==> config.mk <==
export PLATFORM = sky130hd
export DESIGN_NAME = serial_demux8
export DESIGN_NICKNAME = d
export VERILOG_FILES = /design/src/rtl/demux_pkg.sv /design/src/rtl/demux1_8.sv /design/src/rtl/serial_demux8.sv
export SDC_FILE = /design/constraint.sdc
export NUM_CORES = 1
export LEC_CHECK = 0
export CORE_MARGIN = 5
export CORE_UTILIZATION = 35
export CTS_CLUSTER_SIZE = 30
export DETAILED_ROUTE_END_ITERATION = 16
export SYNTH_ARGS = -nofsm -noshare
export SYNTH_HDL_FRONTEND = slang
export SYNTH_SLANG_ARGS = --single-unit
export TNS_END_PERCENT = 30
==> constraint.sdc <==
create_clock -name clk -period 2.6 [get_ports clk]
set_clock_uncertainty 0.05 [all_clocks]
set_input_delay 0.78 -clock clk [delete_from_list [all_inputs] [get_ports clk]]
set_output_delay 0.78 -clock clk [all_outputs]
set_load 0.01 [all_outputs]
==> src/rtl/demux_pkg.sv <==
// Shared constants and types for the serial 1:8 demultiplexer.
package demux_pkg;

  localparam int FRAME_BITS_C = 8;
  localparam int SEL_W        = 3;

  typedef enum logic [0:0] {
    FILL = 1'b0,
    HOLD = 1'b1
  } state_t;

  // Index of the final bit of a frame; reaching it closes the frame.
  function automatic logic [SEL_W-1:0] last_sel();
    return SEL_W'(FRAME_BITS_C - 1);
  endfunction

endpackage

==> src/rtl/demux1_8.sv <==
// One-hot 3-to-8 decoder producing per-bit write enables, gated by accept.
module demux1_8
  import demux_pkg::*;
(
  input  logic [SEL_W-1:0]        sel,
  input  logic                    en,
  output logic [FRAME_BITS_C-1:0] we
);

  // Decode the destination index into a single write enable when enabled.
  always_comb begin
    we = 8'h00;
    if (en) begin
      case (sel)
        3'd0:    we = 8'b0000_0001;
        3'd1:    we = 8'b0000_0010;
        3'd2:    we = 8'b0000_0100;
        3'd3:    we = 8'b0000_1000;
        3'd4:    we = 8'b0001_0000;
        3'd5:    we = 8'b0010_0000;
        3'd6:    we = 8'b0100_0000;
        3'd7:    we = 8'b1000_0000;
        default: we = 8'h00;
      endcase
    end else begin
      we = 8'h00;
    end
  end

endmodule

==> src/rtl/serial_demux8.sv <==
// Serial-to-parallel 1:8 demultiplexer: fills an 8-bit frame one accepted
// bit at a time, then holds it until the consumer takes it.
module serial_demux8
  import demux_pkg::*;
#(
  parameter int FRAME_BITS = 8
) (
  input  logic                    clk,
  input  logic                    reset_n,
  input  logic                    in_bit,
  input  logic                    in_valid,
  output logic                    in_ready,
  input  logic                    clear,
  output logic [FRAME_BITS_C-1:0] out_data,
  output logic                    out_valid,
  input  logic                    out_ready,
  output logic [SEL_W-1:0]        sel_cnt
);

  // Only the 8-bit frame is implemented; any other width must stop elaboration.
  generate
    if (FRAME_BITS != FRAME_BITS_C) begin : g_bad_frame_bits
      $error("serial_demux8: FRAME_BITS must be 8");
    end
  endgenerate

  state_t                  state_r;
  state_t                  state_nx;
  logic [SEL_W-1:0]        sel_r;
  logic [SEL_W-1:0]        sel_nx;
  logic [FRAME_BITS_C-1:0] data_r;
  logic [FRAME_BITS_C-1:0] data_nx;
  logic                    accept_s;
  logic [FRAME_BITS_C-1:0] we_s;

  // Handshake flags come straight from the state so they never glitch on inputs.
  assign in_ready  = (state_r == FILL);
  assign out_valid = (state_r == HOLD);
  assign out_data  = data_r;
  assign sel_cnt   = sel_r;

  // Clear outranks an accept, so a bit presented alongside clear is dropped.
  assign accept_s = in_valid && in_ready && !clear;

  demux1_8 u_dec (
    .sel (sel_r),
    .en  (accept_s),
    .we  (we_s)
  );

  // Next-state, next-index and next-frame computation.
  always_comb begin
    state_nx = state_r;
    sel_nx   = sel_r;
    data_nx  = data_r;

    for (int i = 0; i < FRAME_BITS_C; i++) begin
      if (we_s[i]) begin
        data_nx[i] = in_bit;
      end else begin
        data_nx[i] = data_r[i];
      end
    end

    if (clear) begin
      state_nx = FILL;
      sel_nx   = 3'd0;
    end else begin
      case (state_r)
        FILL: begin
          if (accept_s) begin
            if (sel_r == last_sel()) begin
              sel_nx   = 3'd0;
              state_nx = HOLD;
            end else begin
              sel_nx   = sel_r + 3'd1;
            end
          end else begin
            sel_nx = sel_r;
          end
        end
        HOLD: begin
          // Releasing the frame costs one bubble: no bit is taken this cycle.
          if (out_ready) begin
            state_nx = FILL;
          end else begin
            state_nx = HOLD;
          end
        end
        default: begin
          state_nx = FILL;
          sel_nx   = 3'd0;
        end
      endcase
    end
  end

  // All block state: async reset discards any partial or held frame.
  always_ff @(posedge clk or negedge reset_n) begin
    if (!reset_n) begin
      state_r <= FILL;
      sel_r   <= 3'd0;
      data_r  <= 8'h00;
    end else begin
      state_r <= state_nx;
      sel_r   <= sel_nx;
      data_r  <= data_nx;
    end
  end

endmodule

# After elaboration in Yosys (flattened, before gate mapping)
# Memories as Yosys holds them, arrays and structs flattened.
# Index checks and enable logic that the tools add are counted.
dict set report totals {
  in_bits 6
  output_inout_bits 13
  elab_cells 30
  rom_bits 64
  regBits 12
  n_memories 1
}
dict set report op_classes {
  eq_ne 2
  bitwise 1
  reduce_logical 5
  add_sub_neg 1
  muxes 10
}
# name depth width read_ports rd_clocked_by_memory_dff write_ports line
set memory_table {}
lappend memory_table {{(no name shown)} 8 8 1 0 0 demux1_8.sv:14} ;# case (sel)
# cell n
set op_table {}
lappend op_table {{3-bit two-way mux} 4}
lappend op_table {{8-bit two-way mux} 1}
lappend op_table {{1-bit two-way mux} 4}
lappend op_table {{3-bit by 1-bit adder with 3-bit output, second input constant} 1}
lappend op_table {{3-bit equality test, second input constant} 1}
lappend op_table {{1-bit logical AND} 2}
lappend op_table {{2-bit inequality test, second input constant} 1}
lappend op_table {{1-bit case mux with 2 select lines} 1}
lappend op_table {{2-bit AND reduction} 1}
lappend op_table {{2-bit nonzero test} 1}
lappend op_table {{1-bit logical NOT} 1}
lappend op_table {{1-bit NOT} 1}

# Depth between registers and ports, before layout
dict set report logic_depth {
  ltp_word 6
  depth_mapped 5
}

# Modules after synthesis
# Synthesis repeated with hierarchy kept, for this count alone.
dict set report hier_totals {
  cells_unflattened 43
  hier_area_um2 593.1
}
# module area_per_inst_um2 instances cells_per_inst
set modules_own_cells {}
lappend modules_own_cells {serial_demux8 498.0 1 35}
lappend modules_own_cells {demux1_8 95.1 1 8}

# Least setup slack after synthesis
# OpenSTA, ideal clock, no wires.
dict set report synth_path {
  kind {input port to flip-flop}
  startpoint {input port clear}
  endpoint {register data_r[0], in the netlist out_data[0]}
  slack_ns 0.936
  arrival_time_ns 1.487
  stages 3
  path_cell_list {nor4b_2 nand2_1 mux2_1}
}
dict set report synth_between {
  elab_chain_cells 3
}
# element line
set synth_rtl {}
lappend synth_rtl {{from (decl)} serial_demux8.sv:13} ;# input logic clear,
lappend synth_rtl {{1-bit logical NOT} serial_demux8.sv:43} ;# assign accept_s = in_valid && in_ready && !clear;
lappend synth_rtl {{1-bit logical AND} serial_demux8.sv:43}
lappend synth_rtl {{8-bit two-way mux} demux1_8.sv:13} ;# if (en) begin
lappend synth_rtl {{to (signal assigned)} serial_demux8.sv:107} ;# data_r <= data_nx;
lappend synth_rtl {{to (decl)} serial_demux8.sv:31} ;# logic [FRAME_BITS_C-1:0] data_r;
# Every way passes these cells.
# A chain may end at the register's enable or synchronous reset.

# Worst setup path after layout
dict set report layout_path {
  startpoint {register state_r, in the netlist out_valid}
  endpoint {output port in_ready}
}
dict set report layout_between {
  elab_chain_cells 1
}
# element line
set layout_rtl {}
lappend layout_rtl {{from (decl)} serial_demux8.sv:27} ;# state_t state_r;
lappend layout_rtl {{from (signal assigned)} serial_demux8.sv:105} ;# state_r <= state_nx;
lappend layout_rtl {{1-bit NOT} --}
lappend layout_rtl {{to (decl)} serial_demux8.sv:12} ;# output logic in_ready,
# Every way passes these cells.

==> metrics.yaml <==
nNetsFinal: 89
cp.arrival_ps: 1350
detailroute.via_count: 472
finalMaxSlewViolations: 0
cts_resized: 0
syn_to_final_growth_pct: 41.7
path_max_fanout: 6
i_o_buffers: 18
ant_nets: 0
sum_of_negative_setup_slack_ps: 0
peakVddDrop_v: 0.000225
clk_latency_ps: 280
initial_util_pct: 36.2
outcome: "finished clean"
floorplan.die.height_um: 52.0
fin_area_um2: 876
drc: 0
diodes: 0
ios: 19
power_density_mw_per_mm2: 594
drt_pass1_iterations: 4
unrepaired_setup_endpoints_after_global_routing: "false"
synthesis.nets: 65
min_path_type: "reg2reg"
post-cts-setup-buffers: 0
synth.top_cells.by_area: "sky130_fd_sc_hd__dfrtp_1 49%, sky130_fd_sc_hd__ha_1 12%, sky130_fd_sc_hd__mux2_2 9.1%"
crit_type: "reg2out"
tritoncts: "built"
fp.coreArea_mm2: 0.00171
fmaxAchievable_ghz: 0.458
critical_path.cell_chain: "inv_1 > clkdlybuf4s50_1"
timing_worst_slew_pin_value_ps: 551
startpoint_of_the_worst_register_to_register_path: "sel_cnt[0]"
track_usage_pct: 11.6
leakage_nw: 0.388
clock_tree.buffer_depth: 2
layout_min_cycle_time_ps: 2180
setup_viol: 0
place.gp.congestion: 0.803
finalHoldViolCount: 0
post_synthesis_cells: 53
synth_cell_types: 18
cp_data_required_time_ps: 1770
min_period_over_period_pct: 83.9
post_cts_hold_buffer_count: 0
grt_pass1_vias: 491
drive_above_1_share_pct: 17.1
placed_cell_area_um2: 840
layout.cells.most_common: "sky130_fd_sc_hd__clkdlybuf4s50_1"
layout_common_cells: "18 x sky130_fd_sc_hd__clkdlybuf4s50_1, 12 x sky130_fd_sc_hd__dfrtp_1, 7 x sky130_fd_sc_hd__nand2_1, 6 x sky130_fd_sc_hd__ha_1, 5 x sky130_fd_sc_hd__mux2_2"
initial_antenna_violation_count: 0
timing.critical_path.slowest_stage_cell: "sky130_fd_sc_hd__clkdlybuf4s50_1"
total_clock_sinks: 12
cell_taking_the_most_area_after_synthesis: "sky130_fd_sc_hd__dfrtp_1"
delay_of_the_slowest_cell_on_the_worst_path_ps: 540
placementRows: 15
detailed_place_hpwl_um: 979
grt_pass1_wl_um: 2260
worstPathBufferInverterCount: 2
cts_inserted_buffers: 3
finalPower_mw: 0.520
max_slew_margin_pct: 63.1
setup.worst_path.start_class: "flop"
pin_count_of_the_biggest_net_entering_global_routing: 13
cts-htree-levels: 1
critPathCaptureType: "primary output"
dieWidth_um: 52.0
finish.utilization_pct: 51.3
syn_area_um2: 618
fin_worst_hold_slack_ps: 445
grt_overflow_total: 0
route.final.wire_length_um: 1230
cts.root.buffer_cell: "sky130_fd_sc_hd__clkbuf_4"
synthesis.area_per_instance_um2: 11.7
clk_transition_reported_paths_ps: 80
drt-vias-per-instance: 4.67
synth_seq_area_share_pct: 48.6
yosysTopAreaCellShare_pct: 48.6
worst_path_dominant_cell_family: "buffers and inverters"
first_iteration_detailed_routing_drc_count: 8
synth_warnings: 0
number_of_flip_flops_and_latches_in_the_synthesized_netlist: 12
dieArea_mm2: 0.00271
hold_path.startpoint: "out_data[0]"
wire_per_inst_um: 12.2
maxCapViolations: 0
worst_setup_path_startpoint: "out_valid"
[final timing paths]
check | to | slack, ps | cells past startpoint
setup / recovery | in_ready | 420 | 2
hold / removal | out_data[0] | 440 | 1
setup reg to reg | out_data[7] | 960 | 5
hold reg to reg | out_data[0] | 440 | 1
max in group asynchronous | out_data[5] | 1320 | 1
min in group asynchronous | out_data[0] | 810 | 1
[synth_stat cells, drive strengths merged]
master,number
dfrtp,12
and4bb,1
ha,6
nor3,1
a211oi,1
inv,4
a2bb2oi,1
nor4b,1
mux2,8
nand3b,2
mux2i,1
nor2b,1
nand2b,1
a21oi,1
nor2,4
nand2,7
clkbuf,1
[cells by family (layout without fill, tap and decap cells)]
| family | Yosys count | after routing | share of synthesized area, % |
|---|---|---|---|
| AO/OA/AOI/OAI | 3 | 3 | 3.44 |
| adder cells (fa/ha/maj) | 6 | 6 | 12.1 |
| buffers and inverters | 5 | 28 | 3.24 |
| flip-flops | 12 | 12 | 48.6 |
| multiplexers | 9 | 9 | 16.2 |
| AND/OR/NAND/NOR | 18 | 18 | 16.4 |
[power breakdown]
part | switching [mW] | internal [mW] | leakage, nW
clock | 0.0642 | 0.0851 | 0.0210
sequential | 0.0181 | 0.216 | 0.157
combinational | 0.0515 | 0.0848 | 0.210
[final cells by class]
class                           count  area [um^2]
Sequential cell                    12          300
Clock buffer                        4         36.3
Timing Repair Buffer               20          195
Fill cell                         156          832
Inverter                            4         15.0
Tap cell                           25         31.3
Multi-Input combinational cell     36          298
[per-layer routing]
| layer | GRT usage (%) | wire length (um) | vias up |
|---|---|---|---|
| met5 | 0 | 0 | - |
| met4 | 6.55 | 34 | 0 |
| met3 | 3.44 | 105 | 4 |
| met2 | 16.1 | 501 | 21 |
| met1 | 15.6 | 592 | 224 |
| li1 | - | - | 223 |
[through the flow]
step	setup WS, ps	instances
after global placement	392	97
after global routing	349	101
after detailed placement	362	97
after floorplan	936	53
after CTS	390	101
final	418	101
[registers in the layout (all words and copies together) (netlist names)]
name	count
sel_cnt	3
out_data	8
out_valid	1
Note: power is estimated with default switching activity, not from simulation.
